==> src/rtl/dmem_arbiter_pkg.sv <==
// Shared definitions for the data-memory port arbiter: grant state encoding,
// owner identifiers and the byte/half/word alignment rule also used by the
// processor memory stage.
package dmem_arbiter_pkg;

    // Grant state of the shared dmem port.
    typedef enum logic [1:0] {
        ST_IDLE = 2'd0,
        ST_OWN0 = 2'd1,
        ST_OWN1 = 2'd2
    } arb_state_t;

    // Identifies which requester held the port most recently.
    localparam logic OWNER_M0 = 1'b0;
    localparam logic OWNER_M1 = 1'b1;

    // Alignment rule on the two low address bits (addr_lo[1] is the bit of
    // weight 2, addr_lo[0] the bit of weight 1).
    //   byte            -> always aligned
    //   half            -> bit of weight 1 must be 0
    //   word            -> both low bits must be 0
    //   byte and half   -> illegal size code, treated as misaligned
    function automatic logic size_aligned(
        input logic [1:0] addr_lo,
        input logic       is_byte,
        input logic       is_half
    );
        logic ok;
        ok = 1'b0;
        if (is_byte && is_half) begin
            ok = 1'b0;
        end else if (is_byte) begin
            ok = 1'b1;
        end else if (is_half) begin
            ok = ~addr_lo[0];
        end else begin
            ok = (addr_lo == 2'b00);
        end
        return ok;
    endfunction

endpackage

==> src/rtl/dmem_align_check.sv <==
// Combinational alignment check: low address bits plus access size in,
// aligned flag out.
module dmem_align_check
    import dmem_arbiter_pkg::*;
(
    input  logic [1:0] i_addr_lo,
    input  logic       i_byte,
    input  logic       i_half,
    output logic       o_aligned
);

    assign o_aligned = size_aligned(i_addr_lo, i_byte, i_half);

endmodule

==> src/rtl/dmem_arbiter.sv <==
// Two-requester arbiter for the single data-memory port. m0 is the processor
// load/store path, m1 the debug/DMA loader. Grants come from a registered
// state machine with round-robin tie breaking and a burst limit that hands
// the port over when the other side has waited MAX_BURST owned cycles.
// Memory-side outputs are combinational muxes of the current owner's fields;
// misaligned accesses have their write suppressed and raise align_err one
// cycle later.
//
// Handshake: a requester raises req together with stable we/size/addr/wdata
// and holds them until it observes its gnt; a granted cycle with req high is
// the transfer cycle. Grant is decoded from registered state, so the earliest
// grant is the cycle after req rises. A requester that loses gnt because of
// the burst limit keeps req asserted and is re-granted later.
module dmem_arbiter
    import dmem_arbiter_pkg::*;
#(
    parameter int MAX_BURST = 8,
    parameter int CNT_W     = 4
) (
    input  logic        clock,
    input  logic        reset,

    input  logic        m0_req,
    input  logic        m0_we,
    input  logic        m0_byte,
    input  logic        m0_half,
    input  logic        m0_sext,
    input  logic [0:31] m0_addr,
    input  logic [0:31] m0_wdata,
    output logic        m0_gnt,

    input  logic        m1_req,
    input  logic        m1_we,
    input  logic        m1_byte,
    input  logic        m1_half,
    input  logic        m1_sext,
    input  logic [0:31] m1_addr,
    input  logic [0:31] m1_wdata,
    output logic        m1_gnt,

    output logic [0:31] rdata,

    output logic [0:31] addr_to_mem,
    output logic        write_enable_to_mem,
    output logic        byte_to_mem,
    output logic        half_word_to_mem,
    output logic        sign_extend_to_mem,
    output logic [0:31] data_to_mem,
    input  logic [0:31] data_from_mem,

    output logic        align_err,
    output arb_state_t  o_dbg_state
);

    // Counter value on which the current owner must yield to a waiting peer.
    localparam logic [CNT_W-1:0] BURST_LAST = CNT_W'(MAX_BURST - 1);

    arb_state_t       r_state;
    logic [CNT_W-1:0] r_burst_cnt;
    logic             r_last;
    logic             r_align_err;

    logic             w_own_req;
    logic             w_own_we;
    logic             w_own_byte;
    logic             w_own_half;
    logic             w_own_sext;
    logic [0:31]      w_own_addr;
    logic [0:31]      w_own_wdata;
    logic             w_aligned;
    logic [CNT_W-1:0] w_cnt_inc;

    // Saturating increment so a held contention can never wrap the counter.
    assign w_cnt_inc = (r_burst_cnt == {CNT_W{1'b1}}) ? r_burst_cnt
                                                      : r_burst_cnt + 1'b1;

    // Select the owner's request fields; everything is zero while idle.
    always_comb begin
        w_own_req   = 1'b0;
        w_own_we    = 1'b0;
        w_own_byte  = 1'b0;
        w_own_half  = 1'b0;
        w_own_sext  = 1'b0;
        w_own_addr  = '0;
        w_own_wdata = '0;
        case (r_state)
            ST_OWN0: begin
                w_own_req   = m0_req;
                w_own_we    = m0_we;
                w_own_byte  = m0_byte;
                w_own_half  = m0_half;
                w_own_sext  = m0_sext;
                w_own_addr  = m0_addr;
                w_own_wdata = m0_wdata;
            end
            ST_OWN1: begin
                w_own_req   = m1_req;
                w_own_we    = m1_we;
                w_own_byte  = m1_byte;
                w_own_half  = m1_half;
                w_own_sext  = m1_sext;
                w_own_addr  = m1_addr;
                w_own_wdata = m1_wdata;
            end
            default: begin
                w_own_req = 1'b0;
            end
        endcase
    end

    dmem_align_check u_align (
        .i_addr_lo (w_own_addr[30:31]),
        .i_byte    (w_own_byte),
        .i_half    (w_own_half),
        .o_aligned (w_aligned)
    );

    // Grant FSM: owner tracking, round-robin history, burst limit and the
    // registered misalignment pulse.
    always_ff @(posedge clock or posedge reset) begin
        if (reset) begin
            r_state     <= ST_IDLE;
            r_burst_cnt <= '0;
            r_last      <= OWNER_M1;
            r_align_err <= 1'b0;
        end else begin
            r_align_err <= w_own_req & ~w_aligned;
            case (r_state)
                ST_IDLE: begin
                    r_burst_cnt <= '0;
                    if (m0_req && m1_req) begin
                        r_state <= (r_last == OWNER_M0) ? ST_OWN1 : ST_OWN0;
                    end else if (m0_req) begin
                        r_state <= ST_OWN0;
                    end else if (m1_req) begin
                        r_state <= ST_OWN1;
                    end
                end
                ST_OWN0: begin
                    if (!m0_req) begin
                        r_last      <= OWNER_M0;
                        r_burst_cnt <= '0;
                        r_state     <= m1_req ? ST_OWN1 : ST_IDLE;
                    end else if (m1_req && (r_burst_cnt == BURST_LAST)) begin
                        r_last      <= OWNER_M0;
                        r_burst_cnt <= '0;
                        r_state     <= ST_OWN1;
                    end else if (m1_req) begin
                        r_burst_cnt <= w_cnt_inc;
                    end else begin
                        r_burst_cnt <= '0;
                    end
                end
                ST_OWN1: begin
                    if (!m1_req) begin
                        r_last      <= OWNER_M1;
                        r_burst_cnt <= '0;
                        r_state     <= m0_req ? ST_OWN0 : ST_IDLE;
                    end else if (m0_req && (r_burst_cnt == BURST_LAST)) begin
                        r_last      <= OWNER_M1;
                        r_burst_cnt <= '0;
                        r_state     <= ST_OWN0;
                    end else if (m0_req) begin
                        r_burst_cnt <= w_cnt_inc;
                    end else begin
                        r_burst_cnt <= '0;
                    end
                end
                default: begin
                    r_state     <= ST_IDLE;
                    r_burst_cnt <= '0;
                end
            endcase
        end
    end

    assign m0_gnt              = (r_state == ST_OWN0);
    assign m1_gnt              = (r_state == ST_OWN1);
    assign o_dbg_state         = r_state;
    assign align_err           = r_align_err;

    assign addr_to_mem         = w_own_addr;
    assign data_to_mem         = w_own_wdata;
    assign byte_to_mem         = w_own_byte;
    assign half_word_to_mem    = w_own_half;
    assign sign_extend_to_mem  = w_own_sext;
    assign write_enable_to_mem = w_own_req & w_own_we & w_aligned;

    assign rdata               = data_from_mem;

endmodule

==> config.mk <==
export PLATFORM = sky130hd
export DESIGN_NAME = dmem_arbiter
export DESIGN_NICKNAME = d
export VERILOG_FILES = /design/src/rtl/dmem_arbiter_pkg.sv /design/src/rtl/dmem_align_check.sv /design/src/rtl/dmem_arbiter.sv
export SDC_FILE = /design/constraint.sdc
export NUM_CORES = 1
export LEC_CHECK = 0
export CAP_MARGIN = 20
export CORE_AREA = 2 2 108 110
export CTS_CLUSTER_SIZE = 16
export DETAILED_ROUTE_END_ITERATION = 10
export DIE_AREA = 0 0 110 112
export DONT_BUFFER_PORTS = 1
export PLACE_DENSITY = 0.32
export SKIP_LAST_GASP = 1
export SLEW_MARGIN = 20
export SYNTH_ARGS = -nofsm -noshare
export SYNTH_HDL_FRONTEND = slang
export SYNTH_SLANG_ARGS = --single-unit
==> constraint.sdc <==
create_clock -name clock -period 3.3 [get_ports clock]
set_input_delay 0.33 -clock clock [delete_from_list [all_inputs] [get_ports clock]]
set_output_delay 0.33 -clock clock [all_outputs]
set_load 0.05 [all_outputs]
==> results.py <==
metrics = {
    "run_status": {
        "outcome": "completed",
    },
    "sta": {
        "skew_ps": 4.59,
        "rsz0062_at_grt": "false",
        "hold_viol_final": 0,
        "worst_slew_pin_slew_ps": 452,
        "relSlewSlack_pct": 69.9,
        "fin_tns_setup_ps": 0,
        "period_share_pct": 80.0,
        "report.final.slew_viol_count": 0,
        "timing.final.crit_period_ps": 2640,
        "fmax_mhz": 379,
        "setup_violations": 0,
    },
    "cts": {
        "clkSinkCount": 8,
        "htree_levels": 1,
        "cts_made_buffers": 3,
        "clockRootBuffer": "clkbuf_16",
        "post-cts-setup-buffer-count": 0,
        "cts_buffer_depth": 2,
        "cts_tree": "done",
        "path_clk_slew_ps": 40,
        "clk_latency_ps": 230,
    },
    "logic_synthesis": {
        "syn_nets": 422,
        "ys_seq_elements": 8,
        "synth_mux_area_share_pct": 2.60,
        "yosys-top-cells-count": "nor2b_1 (68), a22oi_1 (67), buf_4 (34)",
        "netlist_area_sq_um": 1830,
        "ys_async_sr_fraction_pct": 100,
        "ys_types": 32,
        "synth_seq_area_share_pct": 11.0,
        "yosysTopAreaCell": "a22oi_1",
        "netlist.area_leader.share_pct": 27.5,
        "syn_avg_cell_area_sq_um": 7.46,
        "synth_edf_count": 0,
        "ys_warn_count": 0,
        "synth_xor_area_share_pct": 0.479,
        "synthTopCellsByArea": "a22oi_1 (28%), nor2b_1 (23%), buf_4 (14%)",
        "synthSimpleGateAreaFrac_pct": 29.7,
        "synth-compound-area-share_pct": 33.3,
        "synth-adder-area-share_pct": 3.42,
        "netlist_instances": 245,
        "yosysMostFrequentCell": "nor2b_1",
        "synth_top_family_by_area": "compound AO/OA/AOI/OAI gates",
        "synthFlopType": "dfrtp_1",
    },
    "critical_path": {
        "r2r_end": "r_burst_cnt[3]",
        "worst-path-stages": 6,
        "cp-end-kind": "primary output",
        "crit_required_ps": 2970,
        "crit_path_start": "o_dbg_state[0]",
        "endpoint": "write_enable_to_mem",
        "cp.arrival_ps": 2310,
        "cp_common_cell": "buf_4",
        "critical_path_class": "reg -> out",
        "r2r_cells": 6,
        "worst-path-buf-inv": 3,
        "slowest_delay_ps": 470,
        "worstPathCellList": "inv_1, ha_2, buf_4, a22oi_1, a211oi_2, buf_4",
        "slowest_stage": "ha_2",
        "critical_path.top_delay_family": "buffers and inverters",
        "timing.rr.start": "o_dbg_state[0]",
        "reg2reg_slack_ps": 1150,
        "cp_max_fo": 44,
        "start_kind": "flip-flop",
    },
    "cells_and_area": {
        "multi_input_comb_area_sq_um": 1280,
        "fillers": 1246,
        "diodes": 0,
        "nets": 448,
        "seq_area_sq_um": 201,
        "drive_gt1_share_pct": 32.6,
        "synthToLayoutAreaGrowth_pct": 27.2,
    },
    "global_route": {
        "grt_pass1_wl_microns": 9110,
        "grt_usage_pct": 9.62,
        "antenna_found_initial": 0,
        "grt_pass1_vias": 1803,
        "grt_max_degree": 45,
        "overflow": 0,
    },
    "floorplan": {
        "die-area_sq_um": 12300,
        "io_pins": 277,
        "die_x_microns": 110,
        "design.core.area_sq_um": 11200,
        "start_util_pct": 16.4,
        "die_h_microns": 112,
        "num_rows": 39,
    },
    "power_and_ir_drop": {
        "p_leak_nw": 0.900,
        "comb_power_share_pct": 89.2,
        "p_sw_mw": 2.08,
        "internal_power_mw": 1.27,
        "seqPwrFrac_pct": 4.6,
        "p_per_area_nw_per_um2": 1440,
        "finalPower_mw": 3.35,
        "swShare_pct": 62.2,
        "ir_worst_vdd_mv": 0.476,
        "p_clk_share_pct": 6.2,
    },
    "placement": {
        "hpwl_microns": 5650,
        "numPortBuffers": 0,
        "gp_congestion": 0.721,
    },
    "detailed_routing": {
        "drt_iter0_drc": 85,
        "detail_route.wl_per_cell_microns": 16.3,
        "wirelength_microns": 6750,
        "viasPerCell": 4.79,
        "ant_nets": 0,
        "route.detailed.drc": 0,
        "dr.pass1.iters": 4,
        "via_count": 1980,
    },
    "hold_path": {
        "hold_class": "in -> reg",
    },
    "run": {
        "drv_cap": 0,
    },
}
[worst min-delay path by stage]
stage	from	end	slack, ps	depth (start not counted)
floorplan	reset	align_err	140	1
global placement	reset	align_err	190	1
detailed placement	reset	align_err	190	1
CTS	m0_req	r_burst_cnt[2]	250	2
global route	m0_req	r_burst_cnt[2]	250	2
finish	m0_req	r_burst_cnt[2]	250	2
[cells by family after synthesis]
| logic type | after synthesis |
|---|---|
| multiplexers | 4 |
| AND/OR/NAND/NOR | 89 |
| flip-flops | 8 |
| XOR/XNOR | 1 |
| AO/OA/AOI/OAI | 80 |
| buffers and inverters | 58 |
| adder cells (fa/ha/maj) | 5 |
[flip-flops by register name (all words and copies together), names as in the netlist]
register / count
o_dbg_state: 2
align_err: 1
r_burst_cnt: 4
r_last: 1
[layout make-up]
class / instances / share of cell area [%]
multi-input cells: 179 / 55.1
inverters: 3 / 0.484
clock buffers: 4 / 3.39
well taps: 143 / 7.70
flip-flops and latches: 8 / 8.67
repair buffers: 76 / 24.7
[power by group through the flow]
stage	Clock [mW]	Combinational, mW	Sequential, mW
after floorplan	0	2.36	0.189
after global placement	0	3.01	0.154
after detailed placement	0	3.02	0.155
after CTS	0.212	3.02	0.154
after global routing	0.219	3.19	0.159
final	0.208	2.99	0.154
[cell usage in the layout (no fill, tap or decap)]
cell type,instances
o2111ai_1,1
dfrtp_1,7
clkbuf_16,3
a21oi_1,1
a22oi_2,2
ha_2,3
a31oi_1,2
nor2b_2,1
nor3_1,2
nand4b_1,2
nor2_1,4
nand3_1,3
nor2b_1,67
a22oi_1,67
mux2_4,1
mux2i_1,1
o21ai_0,3
xnor2_1,1
mux2_1,2
dfstp_2,1
nand3b_1,1
and3b_1,1
nand2b_1,2
o21a_2,1
a211oi_2,1
and2_1,2
nand2_1,3
ha_1,2
buf_4,75
a211o_1,1
inv_1,3
dlygate4sd3_1,1
a32o_1,1
clkbuf_1,1
nor3b_1,1
[metrics by stage]
| stage | setup slack (ps) | hold WS [ps] | utilization (%) | instance area [sq um] | instances |
|---|---|---|---|---|---|
| 2_1_floorplan | 14.6 | 145 | - | 1830 | 245 |
| 3_3_place_gp | 941 | 194 | 20.0 | 2240 | 408 |
| 3_5_place_dp | 880 | 189 | 20.0 | 2240 | 408 |
| 4_1_cts | 633 | 253 | 20.8 | 2320 | 413 |
| 5_1_grt | 435 | 254 | 20.8 | 2320 | 413 |
| 6_report | 661 | 254 | 20.8 | 2320 | 413 |
[what timing repair did]
| action | 4_1_cts | 5_1_grt |
|---|---|---|
| hold buffers | 1 | 0 |
| endpoints found under the hold margin | 7 | 0 |
| gates resized for setup | 0 | 0 |
[metal layers]
metal / GRT usage, % / part of all wire (%) / vias to the layer above
li1: - / - / 903
met1: 10.5 / 36 / 904
met2: 17.7 / 50 / 163
met3: 3.16 / 13 / 10
met4: 2.03 / 1.5 / 0
met5: 0 / 0 / -
[worst reg2reg max path: cells and delay by family, from the launching register on]
family / cells / cell delay, ps
AND/OR/NAND/NOR: 2 / 350
flip-flops: 1 / 400
AO/OA/AOI/OAI: 1 / 280
buffers and inverters: 2 / 580
adder cells (fa/ha/maj): 1 / 470
Note: power is estimated with default switching activity, not from simulation.
